[config.mk]
export PLATFORM = sky130hd
export DESIGN_NAME = spi_reg_bank_arbiter
export DESIGN_NICKNAME = d
export VERILOG_FILES = /design/src/rtl/spi_reg_pkg.sv /design/src/rtl/spi_reg_arb_rr.sv /design/src/rtl/spi_reg_bank_arbiter.sv
export SDC_FILE = /design/constraint.sdc
export NUM_CORES = 1
export LEC_CHECK = 0
export CAP_MARGIN = 15
export CORE_MARGIN = 1
export CORE_UTILIZATION = 55
export DETAILED_ROUTE_END_ITERATION = 16
export GPL_TIMING_DRIVEN = 1
export PLACE_DENSITY = 0.78
export SLEW_MARGIN = 40
export SYNTH_ARGS = -nofsm -noshare
export SYNTH_HDL_FRONTEND = slang
export SYNTH_SLANG_ARGS = --single-unit
[constraint.sdc]
create_clock -name clk -period 9.6 [get_ports clk]
set_input_delay 2.88 -clock clk [delete_from_list [all_inputs] [get_ports clk]]
set_output_delay 2.88 -clock clk [all_outputs]
set_load 0.005 [all_outputs]
[src/rtl/spi_reg_pkg.sv]
// Shared types and sizing helpers for the SPI register bank and its write-port arbiter.
package spi_reg_pkg;

    typedef enum logic {
        OWNER_SPI = 1'b0,
        OWNER_BUS = 1'b1
    } arb_owner_t;

    localparam int unsigned DEF_ADDR_W = 3;
    localparam int unsigned DEF_REG_W  = 8;

    function automatic int unsigned nregs(input int unsigned addr_w);
        return 32'd1 << addr_w;
    endfunction

endpackage

[src/rtl/spi_reg_arb_rr.sv]
// Two-way round-robin arbiter for the bank write port; last_win moves only on contested cycles.
module spi_reg_arb_rr
    import spi_reg_pkg::*;
(
    input  logic clk,
    input  logic rstb,
    input  logic en,
    input  logic req_spi,
    input  logic req_bus,
    output logic gnt_spi,
    output logic gnt_bus
);

    arb_owner_t last_win_q, last_win_d;
    logic       contested;

    assign contested = en & req_spi & req_bus;

    always_comb begin
        gnt_spi    = 1'b0;
        gnt_bus    = 1'b0;
        last_win_d = last_win_q;
        if (en) begin
            if (req_spi && req_bus) begin
                // On contention the owner that did not win last time goes next.
                if (last_win_q == OWNER_BUS) begin
                    gnt_spi = 1'b1;
                end else begin
                    gnt_bus = 1'b1;
                end
            end else begin
                gnt_spi = req_spi;
                gnt_bus = req_bus;
            end
        end
        if (contested) begin
            last_win_d = gnt_spi ? OWNER_SPI : OWNER_BUS;
        end
    end

    always_ff @(posedge clk or negedge rstb) begin
        if (!rstb) begin
            last_win_q <= OWNER_BUS;
        end else begin
            last_win_q <= last_win_d;
        end
    end

endmodule

[src/rtl/spi_reg_bank_arbiter.sv]
// Register bank shared by the SPI slave (via a one-deep pending buffer) and a local bus,
// with per-register dirty flags and a sticky SPI overflow flag.
module spi_reg_bank_arbiter
    import spi_reg_pkg::*;
#(
    parameter int unsigned ADDR_W = DEF_ADDR_W,
    parameter int unsigned REG_W  = DEF_REG_W
) (
    input  logic                     clk,
    input  logic                     rstb,
    input  logic                     ena,
    input  logic [ADDR_W-1:0]        spi_addr,
    input  logic [REG_W-1:0]         spi_wdata,
    input  logic                     spi_wr_dv,
    output logic [REG_W-1:0]         spi_rdata,
    input  logic                     bus_req,
    input  logic                     bus_we,
    input  logic [ADDR_W-1:0]        bus_addr,
    input  logic [REG_W-1:0]         bus_wdata,
    output logic                     bus_gnt,
    output logic [REG_W-1:0]         bus_rdata,
    output logic [(2**ADDR_W)-1:0]   dirty,
    output logic                     spi_ovf,
    input  logic                     ovf_clr
);

    localparam int unsigned NREGS = nregs(ADDR_W);

    logic [REG_W-1:0]  bank_q [NREGS];

    logic              pend_vld_q, pend_vld_d;
    logic [ADDR_W-1:0] pend_addr_q, pend_addr_d;
    logic [REG_W-1:0]  pend_data_q, pend_data_d;

    logic [REG_W-1:0]  bus_rdata_q, bus_rdata_d;
    logic [NREGS-1:0]  dirty_q, dirty_d;
    logic              ovf_q, ovf_d;

    logic              cand_bus;
    logic              gnt_spi, gnt_bus;
    logic              rd_gnt;
    logic              strobe;

    assign cand_bus = bus_req & bus_we;
    assign rd_gnt   = ena & bus_req & ~bus_we;
    assign strobe   = ena & spi_wr_dv;

    spi_reg_arb_rr u_arb (
        .clk     (clk),
        .rstb    (rstb),
        .en      (ena),
        .req_spi (pend_vld_q),
        .req_bus (cand_bus),
        .gnt_spi (gnt_spi),
        .gnt_bus (gnt_bus)
    );

    always_comb begin
        pend_vld_d  = pend_vld_q;
        pend_addr_d = pend_addr_q;
        pend_data_d = pend_data_q;
        ovf_d       = ovf_q;
        if (ena && ovf_clr) begin
            ovf_d = 1'b0;
        end
        // A new strobe always lands; it only overflows when it displaces an uncommitted entry.
        if (strobe) begin
            pend_vld_d  = 1'b1;
            pend_addr_d = spi_addr;
            pend_data_d = spi_wdata;
            if (pend_vld_q && !gnt_spi) begin
                ovf_d = 1'b1;
            end
        end else if (gnt_spi) begin
            pend_vld_d = 1'b0;
        end
    end

    always_comb begin
        dirty_d = dirty_q;
        for (int unsigned i = 0; i < NREGS; i++) begin
            if (rd_gnt && bus_addr == ADDR_W'(i)) begin
                dirty_d[i] = 1'b0;
            end
            if (gnt_spi && pend_addr_q == ADDR_W'(i)) begin
                dirty_d[i] = 1'b1;
            end
        end
    end

    always_comb begin
        bus_rdata_d = bus_rdata_q;
        if (rd_gnt) begin
            bus_rdata_d = bank_q[bus_addr];
        end
    end

    always_ff @(posedge clk or negedge rstb) begin
        if (!rstb) begin
            for (int unsigned i = 0; i < NREGS; i++) begin
                bank_q[i] <= '0;
            end
        end else if (gnt_spi) begin
            bank_q[pend_addr_q] <= pend_data_q;
        end else if (gnt_bus) begin
            bank_q[bus_addr] <= bus_wdata;
        end
    end

    always_ff @(posedge clk or negedge rstb) begin
        if (!rstb) begin
            pend_vld_q  <= 1'b0;
            pend_addr_q <= '0;
            pend_data_q <= '0;
            bus_rdata_q <= '0;
            dirty_q     <= '0;
            ovf_q       <= 1'b0;
        end else begin
            pend_vld_q  <= pend_vld_d;
            pend_addr_q <= pend_addr_d;
            pend_data_q <= pend_data_d;
            bus_rdata_q <= bus_rdata_d;
            dirty_q     <= dirty_d;
            ovf_q       <= ovf_d;
        end
    end

    assign spi_rdata = bank_q[spi_addr];
    assign bus_gnt   = rd_gnt | gnt_bus;
    assign bus_rdata = bus_rdata_q;
    assign dirty     = dirty_q;
    assign spi_ovf   = ovf_q;

endmodule

==> run_results.csv <==
group,metric,value,unit
clock_network,clkSlewWorstSetupHoldPaths,90,ps
outcome,outcome,"finished, final reports clean",
grt,antenna_found_initial,0,
clock_network,cts-buffers-inserted,9,
yosys,synth_nets,446,
yosys,syn_area,5329,sq um
die,core,9328,sq um
die,ioPinCount,55,
yosys,synthArstFlopShare,100.0,%
grt,grt_pass1_wl,24190,microns
routing,drtPass1Iterations,5,
routing,drcViolationCount,0,
sta,fin_skew,9.680,ps
yosys,syn_inst,417,
sta,slew_headroom,39.98,%
clock_network,numClockSinks,94,
pwr,powerDensity,232.8,nW/um^2
worst_setup_path,crit_path_end_kind,"output port",
yosys,synth_warnings,0,
routing,wl_per_cell,27.62,microns
sta,setup_viol,0,
sta,report.final.slew_viol_count,0,
cells_and_area,nets,470,
sta,rsz0062_at_grt,"no",
worst_setup_path,reg2reg_from,"u_arb.last_win_q",
clock_network,root_buffer,"clkbuf_8",
worst_setup_path,criticalPathCategory,"primary input to output port",
yosys,synth_seq_cells,94,
placement,portBuffers,54,
sta,period_minus_slack,7592,ps
worst_setup_path,cp-startpoint,"spi_addr[0]",
worst_setup_path,cp-start-kind,"primary input",
yosys,syn_area_per_cell,12.78,sq um
cells_and_area,syn2layout_area_growth,15.71,%
worst_setup_path,cp_max_fo,17,
die,die_area,10090,sq um
yosys,synth.distinct_cells,44,
pwr,vdd_ir_drop_max,0.0001016,V
routing,drt_iter0_drc,590,
yosys,synth_edf_count,0,
grt,gr-total-overflow,0,
grt,grt_max_degree,76,
yosys,synth_top_flop_cell,"dfrtp_1",
clock_network,cts_resized,0,
yosys,synth_top_area_share,43.67,%
routing,vias,4377,
cells_and_area,nFillCells,718,
flow_run,maxCapViolCount,0,
sta,setup_tns,0,ps
placement,gp_congestion,0.9157,
grt,gr-usage-all-layers,32.99,%
sta,hold_viol_final,0,
worst_setup_path,r2r_slack,7030,ps
pwr,power.leakage,2.289,nW
clock_network,cts_tree,"done",
sta,worstMarginPinSlew,895.4,ps
clock_network,postCtsHoldBufs,0,
worst_setup_path,cp.required,6720,ps
pwr,power,1.435,mW
die,rows,35,
yosys,ys_seq_area_share,44.17,%
worst_setup_path,worst_ep_arrival_time,4710,ps
cells_and_area,layout-drive-gt1-share,23.77,%
sta,fmax,131.7,MHz
routing,ant_nets,0,
die,die_h,100.4,microns
routing,vias_per_cell,7.612,
routing,drt-total-wl,15880,microns
clock_network,cts_buffer_depth,2,
placement,hpwl,9892,microns
sta,timing.final.crit_share,79.09,%
die,start_util,57.13,%
placement,placed_cell_area,5902,sq um
yosys,yosys-top-cells-area,"dfrtp_1 (44%), mux4_2 (14%), o2bb2ai_1 (9.4%)",
clock_network,post-cts-setup-buffer-count,0,
worst_hold_path,hold_path_class,"flop to flop",
clock_network,clkLatencyLatePin,370,ps
clock_network,cts_max_level,3,
worst_hold_path,min_from,"bus_rdata[1]",
yosys,yosysTopAreaCell,"dfrtp_1",
grt,grt_pass1_vias,4149,
die,die_w,100.4,microns
cells_and_area,diodes,0,
cells_and_area,stdcell_area,6166,sq um
sequential cells by signal (all words and copies together), names as in the netlist:
register	flops
bank_q	64
bus_rdata	8
pend_vld_q	1
spi_ovf	1
pend_data_q	8
dirty	8
u_arb.last_win_q	1
pend_addr_q	3
final cells by class:
cell class,count,area (sq um),area share [%]
well taps,129,161.4,2.618
clock inverters,5,103.9,1.684
clock buffers,11,151.4,2.455
repair buffers,62,586.8,9.517
multi-input cells,272,2801,45.43
inverters,2,7.507,0.1218
flip-flops and latches,94,2354,38.17
metrics by stage:
step | util, % | std cells | setup slack, ps | hold slack [ps]
6_report | 66.10 | 575 | 2007 | 481.1
5_1_grt | 66.10 | 575 | 1931 | 506.2
4_1_cts | 66.01 | 574 | 1592 | 489.2
3_5_place_dp | 63.27 | 558 | 1618 | 469.1
3_3_place_gp | 62.80 | 558 | 1206 | 462.0
2_1_floorplan | - | 417 | 2516 | 467.1
report_power, final:
part | internal [mW] | total, mW | switching, mW
clock network | 0.188 | 0.335 | 0.147
logic | 0.275 | 0.445 | 0.170
registers | 0.529 | 0.655 | 0.126
placed cells by master (no fill, tap or decap), types with 3 or more instances in the layout:
cell type	count
dfrtp_1	93
o2bb2ai_1	57
clkdlybuf4s50_1	50
mux4_2	32
a32oi_1	32
a22oi_1	25
nand2_1	21
mux2_2	19
a22o_1	14
o21ai_0	11
clkbuf_8	11
mux2i_1	8
buf_4	8
nand2b_1	7
a21o_1	5
nor3_4	5
a41oi_2	4
nand3_1	3
o21ai_2	3
bufinv_16	3
buf_2	3
path summary, 6_finish.rpt:
kind                                       end  cells after the start
worst max-delay path              spi_rdata[5]                      4
worst min-delay path              bus_rdata[1]                      2
worst max register to register       bank_q[8]                      4
worst min register to register    bus_rdata[1]                      2
max in group asynchronous       pend_addr_q[0]                      2
min in group asynchronous             dirty[1]                      1
cell families after synthesis:
family                 Yosys count  synth area share [%]
multiplexers                    59                 19.04
XOR/XNOR                         1                0.1644
AND/OR/NAND/NOR                 51                 6.058
AO/OA/AOI/OAI                  161                 26.20
buffers and inverters           51                 4.367
flip-flops                      94                 44.17
worst max-delay path, stage by stage:
cell	delay (ps)
buf_2	480
mux4_2	600
mux2_2	280
clkdlybuf4s50_1	460
Yosys cell counts (all sizes together), types with 4 or more instances:
cell,n
a41oi,4
o2bb2ai,57
dfrtp,93
o21ai,15
nor3,6
a32oi,32
nand2b,7
buf,35
a22oi,25
nand2,21
mux2i,8
mux2,19
clkbuf,14
a22o,14
mux4,32
a21o,5
per-layer routing:
layer  global-route usage, %  share of wire (%)  vias to the layer above
li1                        -                  -                     1758
met2                   49.05                 45                      370
met1                   46.08                 39                     2179
met3                   6.407                 11                       70
met5                       0                  0                        -
met4                   17.61                4.2                        0
No activity file was read; power rests on OpenSTA's default activity.
